## src/rtl/imm_disp_extract_pipe_if.sv

```systemverilog
// Valid/ready bundle between the decode byte aligner, the imm/disp extractor and the AG latch.
// The master side drives words in and accepts results; the slave side is the extractor.
interface imm_disp_extract_pipe_if #(
   parameter int FIELD_BYTES    = 8,
   parameter int IMM_MAX_BYTES  = 6,
   parameter int DISP_MAX_BYTES = 4
);
   logic                        flush;
   logic                        in_valid;
   logic                        in_ready;
   logic [FIELD_BYTES*8-1:0]    in_field;
   logic [3:0]                  in_imm_bytes;
   logic [3:0]                  in_disp_bytes;
   logic [1:0]                  in_op_size;
   logic                        out_valid;
   logic                        out_ready;
   logic [IMM_MAX_BYTES*8-1:0]  out_imm;
   logic [DISP_MAX_BYTES*8-1:0] out_disp;
   logic                        out_err;
   logic [7:0]                  err_count;

   modport master (
      output flush, in_valid, in_field, in_imm_bytes, in_disp_bytes, in_op_size, out_ready,
      input  in_ready, out_valid, out_imm, out_disp, out_err, err_count
   );

   modport slave (
      input  flush, in_valid, in_field, in_imm_bytes, in_disp_bytes, in_op_size, out_ready,
      output in_ready, out_valid, out_imm, out_disp, out_err, err_count
   );
endinterface

```

## src/rtl/imm_disp_extract_pipe.sv

```systemverilog
// Two-stage imm/disp extractor: S1 registers the packed field, the extracted result is written
// into a DEPTH-entry FIFO that feeds the decode-to-AG latch through a valid/ready handshake.
module imm_disp_extract_pipe #(
   parameter int FIELD_BYTES    = 8,
   parameter int IMM_MAX_BYTES  = 6,
   parameter int DISP_MAX_BYTES = 4,
   parameter int DEPTH          = 2
) (
   input logic clk,
   input logic reset,
   imm_disp_extract_pipe_if.slave bus
);
   localparam int FW = FIELD_BYTES * 8;
   localparam int IW = IMM_MAX_BYTES * 8;
   localparam int DW = DISP_MAX_BYTES * 8;
   localparam int PW = (DEPTH > 1) ? $clog2(DEPTH) : 1;
   localparam int CW = $clog2(DEPTH + 2);

   typedef struct packed {
      logic [IW-1:0] imm;
      logic [DW-1:0] disp;
      logic          err;
   } result_t;

   logic          s1_valid;
   logic [FW-1:0] s1_field;
   logic [3:0]    s1_imm_bytes;
   logic [3:0]    s1_disp_bytes;
   logic [1:0]    s1_op_size;
   logic [7:0]    stream [FIELD_BYTES];
   result_t       s1_result;
   result_t       mem [DEPTH];
   result_t       head;
   logic [PW-1:0] wr_ptr;
   logic [PW-1:0] rd_ptr;
   logic [CW-1:0] count;
   logic [CW-1:0] occupancy;
   logic          imm_legal;
   logic          disp_legal;
   logic [4:0]    span;
   logic          accept;
   logic          push;
   logic          pop;

   function automatic logic [PW-1:0] bump(input logic [PW-1:0] ptr);
      return (ptr == PW'(DEPTH - 1)) ? '0 : ptr + 1'b1;
   endfunction

   // Admission counts S1 plus the FIFO, so a word in S1 always finds a free FIFO slot next cycle.
   assign pop          = bus.out_valid & bus.out_ready;
   assign occupancy    = CW'(s1_valid) + count - CW'(pop);
   assign bus.in_ready = !reset && !bus.flush && (occupancy < CW'(DEPTH));
   assign accept       = bus.in_valid & bus.in_ready;
   assign push         = s1_valid;

   always_comb begin
      for (int k = 0; k < FIELD_BYTES; k++) begin
         stream[k] = s1_field[FW-1-8*k -: 8];
      end
   end

   always_comb begin
      s1_result  = '0;
      imm_legal  = s1_imm_bytes inside {4'd0, 4'd1, 4'd2, 4'd4, 4'(IMM_MAX_BYTES)};
      disp_legal = s1_disp_bytes inside {4'd0, 4'd1, 4'(DISP_MAX_BYTES)};
      span       = {1'b0, s1_imm_bytes} + {1'b0, s1_disp_bytes};
      if (!imm_legal || !disp_legal || (span > 5'(FIELD_BYTES))) begin
         s1_result.err = 1'b1;
      end else begin
         for (int j = 0; j < DISP_MAX_BYTES; j++) begin
            if (4'(j) < s1_disp_bytes) begin
               s1_result.disp[8*j +: 8] = stream[j];
            end
         end
         if ((s1_disp_bytes == 4'd1) && stream[0][7]) begin
            s1_result.disp[DW-1:8] = '1;
         end
         // Immediate bytes follow the displacement, so stream byte k maps to imm byte k-D.
         for (int k = 0; k < FIELD_BYTES; k++) begin
            for (int j = 0; j < IMM_MAX_BYTES; j++) begin
               if ((4'(j) < s1_imm_bytes) && (5'(k) == ({1'b0, s1_disp_bytes} + 5'(j)))) begin
                  s1_result.imm[8*j +: 8] = stream[k];
               end
            end
         end
         if ((s1_imm_bytes == 4'd1) && s1_result.imm[7]) begin
            if (s1_op_size == 2'd1) begin
               s1_result.imm[15:8] = '1;
            end else if (s1_op_size[1]) begin
               s1_result.imm[31:8] = '1;
            end
         end
      end
   end

   always_ff @(posedge clk) begin
      if (reset || bus.flush) begin
         s1_valid      <= 1'b0;
         s1_field      <= '0;
         s1_imm_bytes  <= '0;
         s1_disp_bytes <= '0;
         s1_op_size    <= '0;
      end else begin
         s1_valid <= accept;
         if (accept) begin
            s1_field      <= bus.in_field;
            s1_imm_bytes  <= bus.in_imm_bytes;
            s1_disp_bytes <= bus.in_disp_bytes;
            s1_op_size    <= bus.in_op_size;
         end
      end
   end

   always_ff @(posedge clk) begin
      if (reset || bus.flush) begin
         wr_ptr <= '0;
         rd_ptr <= '0;
         count  <= '0;
      end else begin
         if (push) begin
            wr_ptr <= bump(wr_ptr);
         end
         if (pop) begin
            rd_ptr <= bump(rd_ptr);
         end
         count <= count + CW'(push) - CW'(pop);
      end
   end

   always_ff @(posedge clk) begin
      if (push) begin
         mem[wr_ptr] <= s1_result;
      end
   end

   always_ff @(posedge clk) begin
      if (reset) begin
         bus.err_count <= '0;
      end else if (pop && bus.out_err && (bus.err_count != 8'hFF)) begin
         bus.err_count <= bus.err_count + 8'd1;
      end
   end

   always_comb begin
      head          = mem[rd_ptr];
      bus.out_valid = (count != '0);
      bus.out_imm   = bus.out_valid ? head.imm  : '0;
      bus.out_disp  = bus.out_valid ? head.disp : '0;
      bus.out_err   = bus.out_valid ? head.err  : 1'b0;
   end
endmodule

```

## src/flat_wrapper.sv

```systemverilog
// flat-port wrapper written by rule: the top's interface ports become plain ports
module imm_disp_extract_pipe_flat 
#(
   parameter int FIELD_BYTES    = 8,
   parameter int IMM_MAX_BYTES  = 6,
   parameter int DISP_MAX_BYTES = 4,
   parameter int DEPTH          = 2
)
  (clk, reset, bus_flush, bus_in_valid, bus_in_field, bus_in_imm_bytes, bus_in_disp_bytes, bus_in_op_size, bus_out_ready, bus_in_ready, bus_out_valid, bus_out_imm, bus_out_disp, bus_out_err, bus_err_count);
  imm_disp_extract_pipe_if #(.FIELD_BYTES(FIELD_BYTES), .IMM_MAX_BYTES(IMM_MAX_BYTES), .DISP_MAX_BYTES(DISP_MAX_BYTES)) bus_i ();
  input logic clk;
  input logic reset;
  input wire logic [$bits(bus_i.flush)-1:0] bus_flush;
  input wire logic [$bits(bus_i.in_valid)-1:0] bus_in_valid;
  input wire logic [$bits(bus_i.in_field)-1:0] bus_in_field;
  input wire logic [$bits(bus_i.in_imm_bytes)-1:0] bus_in_imm_bytes;
  input wire logic [$bits(bus_i.in_disp_bytes)-1:0] bus_in_disp_bytes;
  input wire logic [$bits(bus_i.in_op_size)-1:0] bus_in_op_size;
  input wire logic [$bits(bus_i.out_ready)-1:0] bus_out_ready;
  output wire logic [$bits(bus_i.in_ready)-1:0] bus_in_ready;
  output wire logic [$bits(bus_i.out_valid)-1:0] bus_out_valid;
  output wire logic [$bits(bus_i.out_imm)-1:0] bus_out_imm;
  output wire logic [$bits(bus_i.out_disp)-1:0] bus_out_disp;
  output wire logic [$bits(bus_i.out_err)-1:0] bus_out_err;
  output wire logic [$bits(bus_i.err_count)-1:0] bus_err_count;
  assign bus_i.flush = bus_flush;
  assign bus_i.in_valid = bus_in_valid;
  assign bus_i.in_field = bus_in_field;
  assign bus_i.in_imm_bytes = bus_in_imm_bytes;
  assign bus_i.in_disp_bytes = bus_in_disp_bytes;
  assign bus_i.in_op_size = bus_in_op_size;
  assign bus_i.out_ready = bus_out_ready;
  assign bus_in_ready = bus_i.in_ready;
  assign bus_out_valid = bus_i.out_valid;
  assign bus_out_imm = bus_i.out_imm;
  assign bus_out_disp = bus_i.out_disp;
  assign bus_out_err = bus_i.out_err;
  assign bus_err_count = bus_i.err_count;
  imm_disp_extract_pipe #(.FIELD_BYTES(FIELD_BYTES), .IMM_MAX_BYTES(IMM_MAX_BYTES), .DISP_MAX_BYTES(DISP_MAX_BYTES), .DEPTH(DEPTH)) u_core (.clk(clk), .reset(reset), .bus(bus_i));
endmodule
```

## config.mk

```make
export PLATFORM = sky130hd
export DESIGN_NAME = imm_disp_extract_pipe_flat
export DESIGN_NICKNAME = d
export VERILOG_FILES = /design/src/rtl/imm_disp_extract_pipe_if.sv /design/src/rtl/imm_disp_extract_pipe.sv /design/src/flat_wrapper.sv
export SDC_FILE = /design/constraint.sdc
export NUM_CORES = 1
export LEC_CHECK = 0
export CAP_MARGIN = 40
export CORE_AREA = 3 3 177 179
export CTS_BUF_LIST = sky130_fd_sc_hd__clkbuf_8
export CTS_CLUSTER_SIZE = 25
export DETAILED_ROUTE_END_ITERATION = 10
export DIE_AREA = 0 0 180 182
export HOLD_SLACK_MARGIN = 0.12
export PLACE_DENSITY = 0.79
export SYNTH_ARGS = -nofsm -noshare
export SYNTH_HDL_FRONTEND = slang
export SYNTH_SLANG_ARGS = --single-unit
```

## constraint.sdc

```tcl
create_clock -name clk -period 4.95 [get_ports clk]
set_clock_uncertainty 0.1 [all_clocks]
set_input_delay 0.7425 -clock clk [delete_from_list [all_inputs] [get_ports clk]]
set_output_delay 0.7425 -clock clk [all_outputs]
set_load 0.1 [all_outputs]
```

# Word-level counts from Yosys, hierarchy flattened
# Memories as Yosys holds them, arrays and structs flattened. A register that Yosys moved wholly into a read port is not among the register bits.
# Cells that the tools add are included.
[totals] reg_bits=87 output_inout_bits=91 mem_count=1 elab_cells=226 ramBits=162
[op_classes] order_cmp=12 bitwise_logic=2 n_reduce_logical=72 eq_ne=50 mux=69 n_addsub=11
[mem_list] memory="u_core.mem" words=2 width=81 read_ports=1 rd_ports_with_merged_regs=1 write_ports=1 line="imm_disp_extract_pipe.sv:32" source="result_t mem [DEPTH];"
[op_table] operator="$mux W8" n=54
[op_table] operator="$eq A3 B5 Y1 const A" n=20
[op_table] operator="$mux W80" n=1
[op_table] operator="$mux W24" n=3
[op_table] operator="$logic_and A1 B1 Y1" n=54
[op_table] operator="$eq A2 B5 Y1 const A" n=10
[op_table] operator="$mux W48" n=1
[op_table] operator="$mux W32" n=1
[op_table] operator="$logic_not A5 Y1" n=6
[op_table] operator="$eq A1 B5 Y1 const A" n=5
[op_table] operator="$eq A3 B4 Y1 const A" n=4
[op_table] operator="$lt A1 B4 Y1 const A" n=4
[op_table] operator="$lt A2 B4 Y1 const A" n=4
[op_table] operator="$mux W16" n=1
[op_table] operator="$eq A4 B3 Y1 const B" n=3
[op_table] operator="$add A4 B2 Y5 const B" n=2
[op_table] operator="$add A4 B3 Y5 const B" n=2
[op_table] operator="$add A8 B1 Y8 const B" n=1
[op_table] operator="$eq A2 B4 Y1 const A" n=2
[op_table] operator="$eq A4 B1 Y1 const B" n=2
[op_table] operator="$logic_not A4 Y1" n=2
[op_table] operator="$lt A3 B4 Y1 const A" n=2
[op_table] operator="$mux W1" n=8
[op_table] operator="$ne A8 B8 Y1 const B" n=1
[op_table] operator="other kinds (16)" n=23

# Longest topological paths before layout
[depth] ltp_word=15 depth_mapped=15 mapped_depth_nobuf=13

# Least setup slack after synthesis
# No wires, ideal clock.
[synth_path] path_kind="reg-to-reg" from="register u_core.count[0]" to="register u_core.s1_field[38]" stages_incl_launch_ff=16 setup_slack_ps=-522 t_arrival_ps=5313 setup_ps=59 path_buffers=2 period_less_slack_ps=5472 path_cell_list="dfxtp_1 > nor2_1 > inv_1 > and2_1 > ha_1 > inv_1 > ha_1 > xnor2_1 > xnor2_1 > nor3_1 > nand2_1 > inv_1 > buf_2 > buf_1 > nand2_1 > nand2_1"
[synth_between] elab_chain_cells=6
[synth_lines] element="from (decl)" line="imm_disp_extract_pipe.sv:36" source="logic [CW-1:0] count;"
[synth_lines] element="from (signal assigned)" line="imm_disp_extract_pipe.sv:126" source="count <= count + CW'(push) - CW'(pop);"
[synth_lines] element="$reduce_bool A2 Y1" line="imm_disp_extract_pipe.sv:146" source="bus.out_valid = (count != '0);"
[synth_lines] element="named net bus_out_valid" line="flat_wrapper.sv:21" source="output wire logic [$bits(bus_i.out_valid)-1:0] bus_out_valid;"
[synth_lines] element="$and A1 B1 Y1" line="imm_disp_extract_pipe.sv:50" source="assign pop = bus.out_valid & bus.out_ready;"
[synth_lines] element="named net u_core.pop" line="imm_disp_extract_pipe.sv:43" source="logic pop;"
[synth_lines] element="$sub A2 B1 Y2" line="imm_disp_extract_pipe.sv:51" source="assign occupancy = CW'(s1_valid) + count - CW'(pop);"
[synth_lines] element="$lt A2 B2 Y1" line="imm_disp_extract_pipe.sv:52" source="assign bus.in_ready = !reset && !bus.flush && (occupancy < CW'(DEPTH));"
[synth_lines] element="$logic_and A1 B1 Y1" line="imm_disp_extract_pipe.sv:52"
[synth_lines] element="named net bus_in_ready" line="flat_wrapper.sv:20" source="output wire logic [$bits(bus_i.in_ready)-1:0] bus_in_ready;"
[synth_lines] element="$and A1 B1 Y1" line="imm_disp_extract_pipe.sv:53" source="assign accept = bus.in_valid & bus.in_ready;"
[synth_lines] element="to (signal assigned)" line="imm_disp_extract_pipe.sv:106" source="s1_field <= bus.in_field;"
[synth_lines] element="to (decl)" line="imm_disp_extract_pipe.sv:26" source="logic [FW-1:0] s1_field;"
# The timed path passes the listed nets, and every way through them passes these cells.
# A chain may end at the register's enable or synchronous reset.

# Worst setup path after layout
[layout_path] from="input port bus_out_ready" to="output port bus_in_ready"
[layout_between] elab_chain_cells=4
[layout_lines] element="from (decl)" line="flat_wrapper.sv:19" source="input wire logic [$bits(bus_i.out_ready)-1:0] bus_out_ready;"
[layout_lines] element="$and A1 B1 Y1" line="imm_disp_extract_pipe.sv:50"
[layout_lines] element="named net u_core.pop" line="imm_disp_extract_pipe.sv:43"
[layout_lines] element="$sub A2 B1 Y2" line="imm_disp_extract_pipe.sv:51"
[layout_lines] element="$lt A2 B2 Y1" line="imm_disp_extract_pipe.sv:52"
[layout_lines] element="$logic_and A1 B1 Y1" line="imm_disp_extract_pipe.sv:52"
[layout_lines] element="to (decl)" line="flat_wrapper.sv:20"
# The timed path passes the listed nets, and every way through them passes these cells.

==> flow_summary.json <==
{
  "fin_util_pct": 59.28,
  "antenna_found_initial": 1,
  "fill_cells": 2382,
  "grt_max_degree": 84,
  "netSwitchingFraction_pct": 27.00,
  "cts-resized-gates": 0,
  "pwr-share-comb_pct": 12.8,
  "synth_cells": 1411,
  "ir_drop_uv": 206.5,
  "grt_pass1_wl_mm": 74.26,
  "crit_required_ns": 4.11,
  "synth_area_leaders": "edfxtp_1 (36%), dfxtp_1 (13%), mux2i_1 (6.9%)",
  "yosysTopAreaCell": "edfxtp_1",
  "core_um2": 29720,
  "p_int_w": 0.003490,
  "wl_met1_mm": 18.87,
  "cts_setup_buffers": 0,
  "power_per_cell_area_nw_per_um2": 271.4,
  "met2_length_mm": 23.07,
  "synth_top_area_share_pct": 36.36,
  "antenna_cells": 0,
  "synth.ff_latch_count": 250,
  "syn_nets": 1502,
  "synth-edff-count": 162,
  "drc": 0,
  "die_y_um": 182,
  "ctsHoldBuffers": 0,
  "start_util_pct": 45.02,
  "dieWidth_um": 180,
  "drt_iter0_drc": 1805,
  "die-area_um2": 32760,
  "avgSynthCellArea_um2": 9.482,
  "cap_violations": 0,
  "status": "complete, no violations",
  "ys_seq_area_share_pct": 49.53,
  "fin_cells": 2058,
  "grt_setup_unrepaired": "false",
  "io_buffer_count": 169,
  "synth-main-ff-cell": "edfxtp_1",
  "max_slew_margin_pct": 41.10,
  "grt_pass1_vias": 12420,
  "clock_path_buffers": 3,
  "maxSlewViolCount": 0,
  "postSynth.asyncResetShare_pct": 0,
  "critPathArrivalTime_ns": 2.83,
  "drt_wl_total_mm": 49.52,
  "crit_path_start_kind": "input port",
  "vias_per_cell": 6.097,
  "top_layer_used": "met4",
  "overflow": 0,
  "vias": 12550,
  "hp-class": "flip-flop to flip-flop",
  "layout_commonest_cell": "nand2_1",
  "cts_root_buf": "clkbuf_8",
  "row_count": 63,
  "cts_tree": "built",
  "worstMarginPinSlew_ns": 0.8835,
  "hold_viol": 0,
  "switching_power_w": 0.001291,
  "setup_viol": 0,
  "cts.reportedPaths.clkPinSlew_ns": 0.06,
  "drive_gt1_share_pct": 13.13,
  "place.detailed.hpwl_mm": 35.77,
  "yosysUniqueCellTypes": 79,
  "htree_num_levels": 2,
  "wl_met3_mm": 4.931,
  "fin_crit_sh_pct": 74.17,
  "dr.pass1.iters": 8,
  "synth-warning-count": 0,
  "critPathCaptureType": "output port",
  "cts_buffers": 41,
  "placed_cells": 1986,
  "min_period_ns": 3.671,
  "synth_area_um2": 13380,
  "globalplace.congestion": 1.100,
  "ant_nets": 0,
  "fmax_ghz": 0.2724,
  "timing.setup.tns_ns": 0,
  "syn_to_final_growth_pct": 31.67,
  "leakage_nw": 6.114,
  "clk_latency_ns": 0.54,
  "p_clk_share_pct": 38.2,
  "worstSetupPathType": "input port to output port",
  "worstPathMaxFanout": 2,
  "grtUsageTotal_pct": 29.11,
  "layout_common_cells": "nand2_1 (231), clkdlybuf4s50_1 (168), edfxtp_1 (162)",
  "io_pins": 170,
  "cts_sinks": 250,
  "routedWlPerCell_um": 24.06,
  "pwr-share-seq_pct": 49.0,
  "fin_nets": 1730
}
area by class of cell:
cell class / count / area (µm²) / share of cell area, %
clock buffers: 47 / 646.9 / 3.672
well taps: 390 / 488.0 / 2.770
repair buffers: 290 / 3376 / 19.16
flip-flops and latches: 250 / 6633 / 37.65
multi-input cells: 1027 / 6177 / 35.06
inverters: 29 / 108.9 / 0.6179
clock inverters: 25 / 187.7 / 1.065
sequential cells by signal, summed over array words and instances, names as in the netlist, named ones only:
register and cells:
u_core.rd_ptr 1, u_core.s1_imm_bytes 4, u_core.push 1, u_core.wr_ptr 1, u_core.count 2, u_core.s1_disp_bytes 4
u_core.s1_op_size 2, u_core.s1_field 64, u_core.mem 162, u_core.bus.err_count 8
per-layer routing:
metal	up-vias	global-route usage (%)
met5	-	0
met3	185	5.549
li1	5633	-
met4	0	13.83
met1	5954	37.78
met2	775	47.17
cells in the mapped netlist, types with 25 or more instances:
cell,count
clkbuf_1,38
inv_1,25
nand3_1,96
mux2i_1,92
a21oi_1,63
buf_2,31
a22oi_1,41
edfxtp_1,162
nand2_1,232
dfxtp_1,88
nor2_1,152
o21ai_0,51
power groups by stage:
| stage | Clock [W] | Sequential (W) | Combinational, W |
|---|---|---|---|
| floorplan | 0 | 0.00233 | 0.000378 |
| global placement | 0 | 0.00238 | 0.000558 |
| detailed placement | 0 | 0.00238 | 0.000603 |
| CTS | 0.00184 | 0.00233 | 0.000604 |
| global route | 0.00194 | 0.00234 | 0.000646 |
| finish | 0.00183 | 0.00234 | 0.000613 |
worst max-delay path: stages:
cell	delay [ns]
clkdlybuf4s50_1	0.42
and2_1	0.18
ha_1	0.28
inv_1	0.04
ha_1	0.18
xnor2_1	0.18
xnor2_1	0.12
nor3_2	0.31
buf_4	0.37
metrics by stage:
step                power, W  instance area (µm²)  setup slack, ns  hold WS [ns]
floorplan           0.002708                13380           0.3599        0.3338
global placement    0.002936                15330            1.345        0.3617
detailed placement  0.002981                16780            1.276        0.3707
CTS                 0.004782                17620            1.287        0.3805
global route        0.004927                17620            1.180        0.4147
finish              0.004781                17620            1.279        0.3778
path summary, 6_finish.rpt:
kind         slack (ns)  cells past startpoint                    to                   start
min reg2reg        0.38                      2  u_core.s1_op_size[0]    u_core.s1_op_size[0]
max reg2reg        1.35                     10     u_core.mem[0][58]  u_core.s1_imm_bytes[0]
max                1.28                      9          bus_in_ready           bus_out_ready
min                0.38                      2  u_core.s1_op_size[0]    u_core.s1_op_size[0]
kinds of logic after synthesis:
logic type               count (synthesis)  share of synthesized area [%]
multiplexers                           102                          8.061
adder cells (fa/ha/maj)                 12                          1.178
AND/OR/NAND/NOR                        598                          20.50
AO/OA/AOI/OAI                          297                          14.96
buffers and inverters                  134                          4.536
XOR/XNOR                                18                          1.235
flip-flops                             250                          49.53
Power figures use the tool's default switching activity.
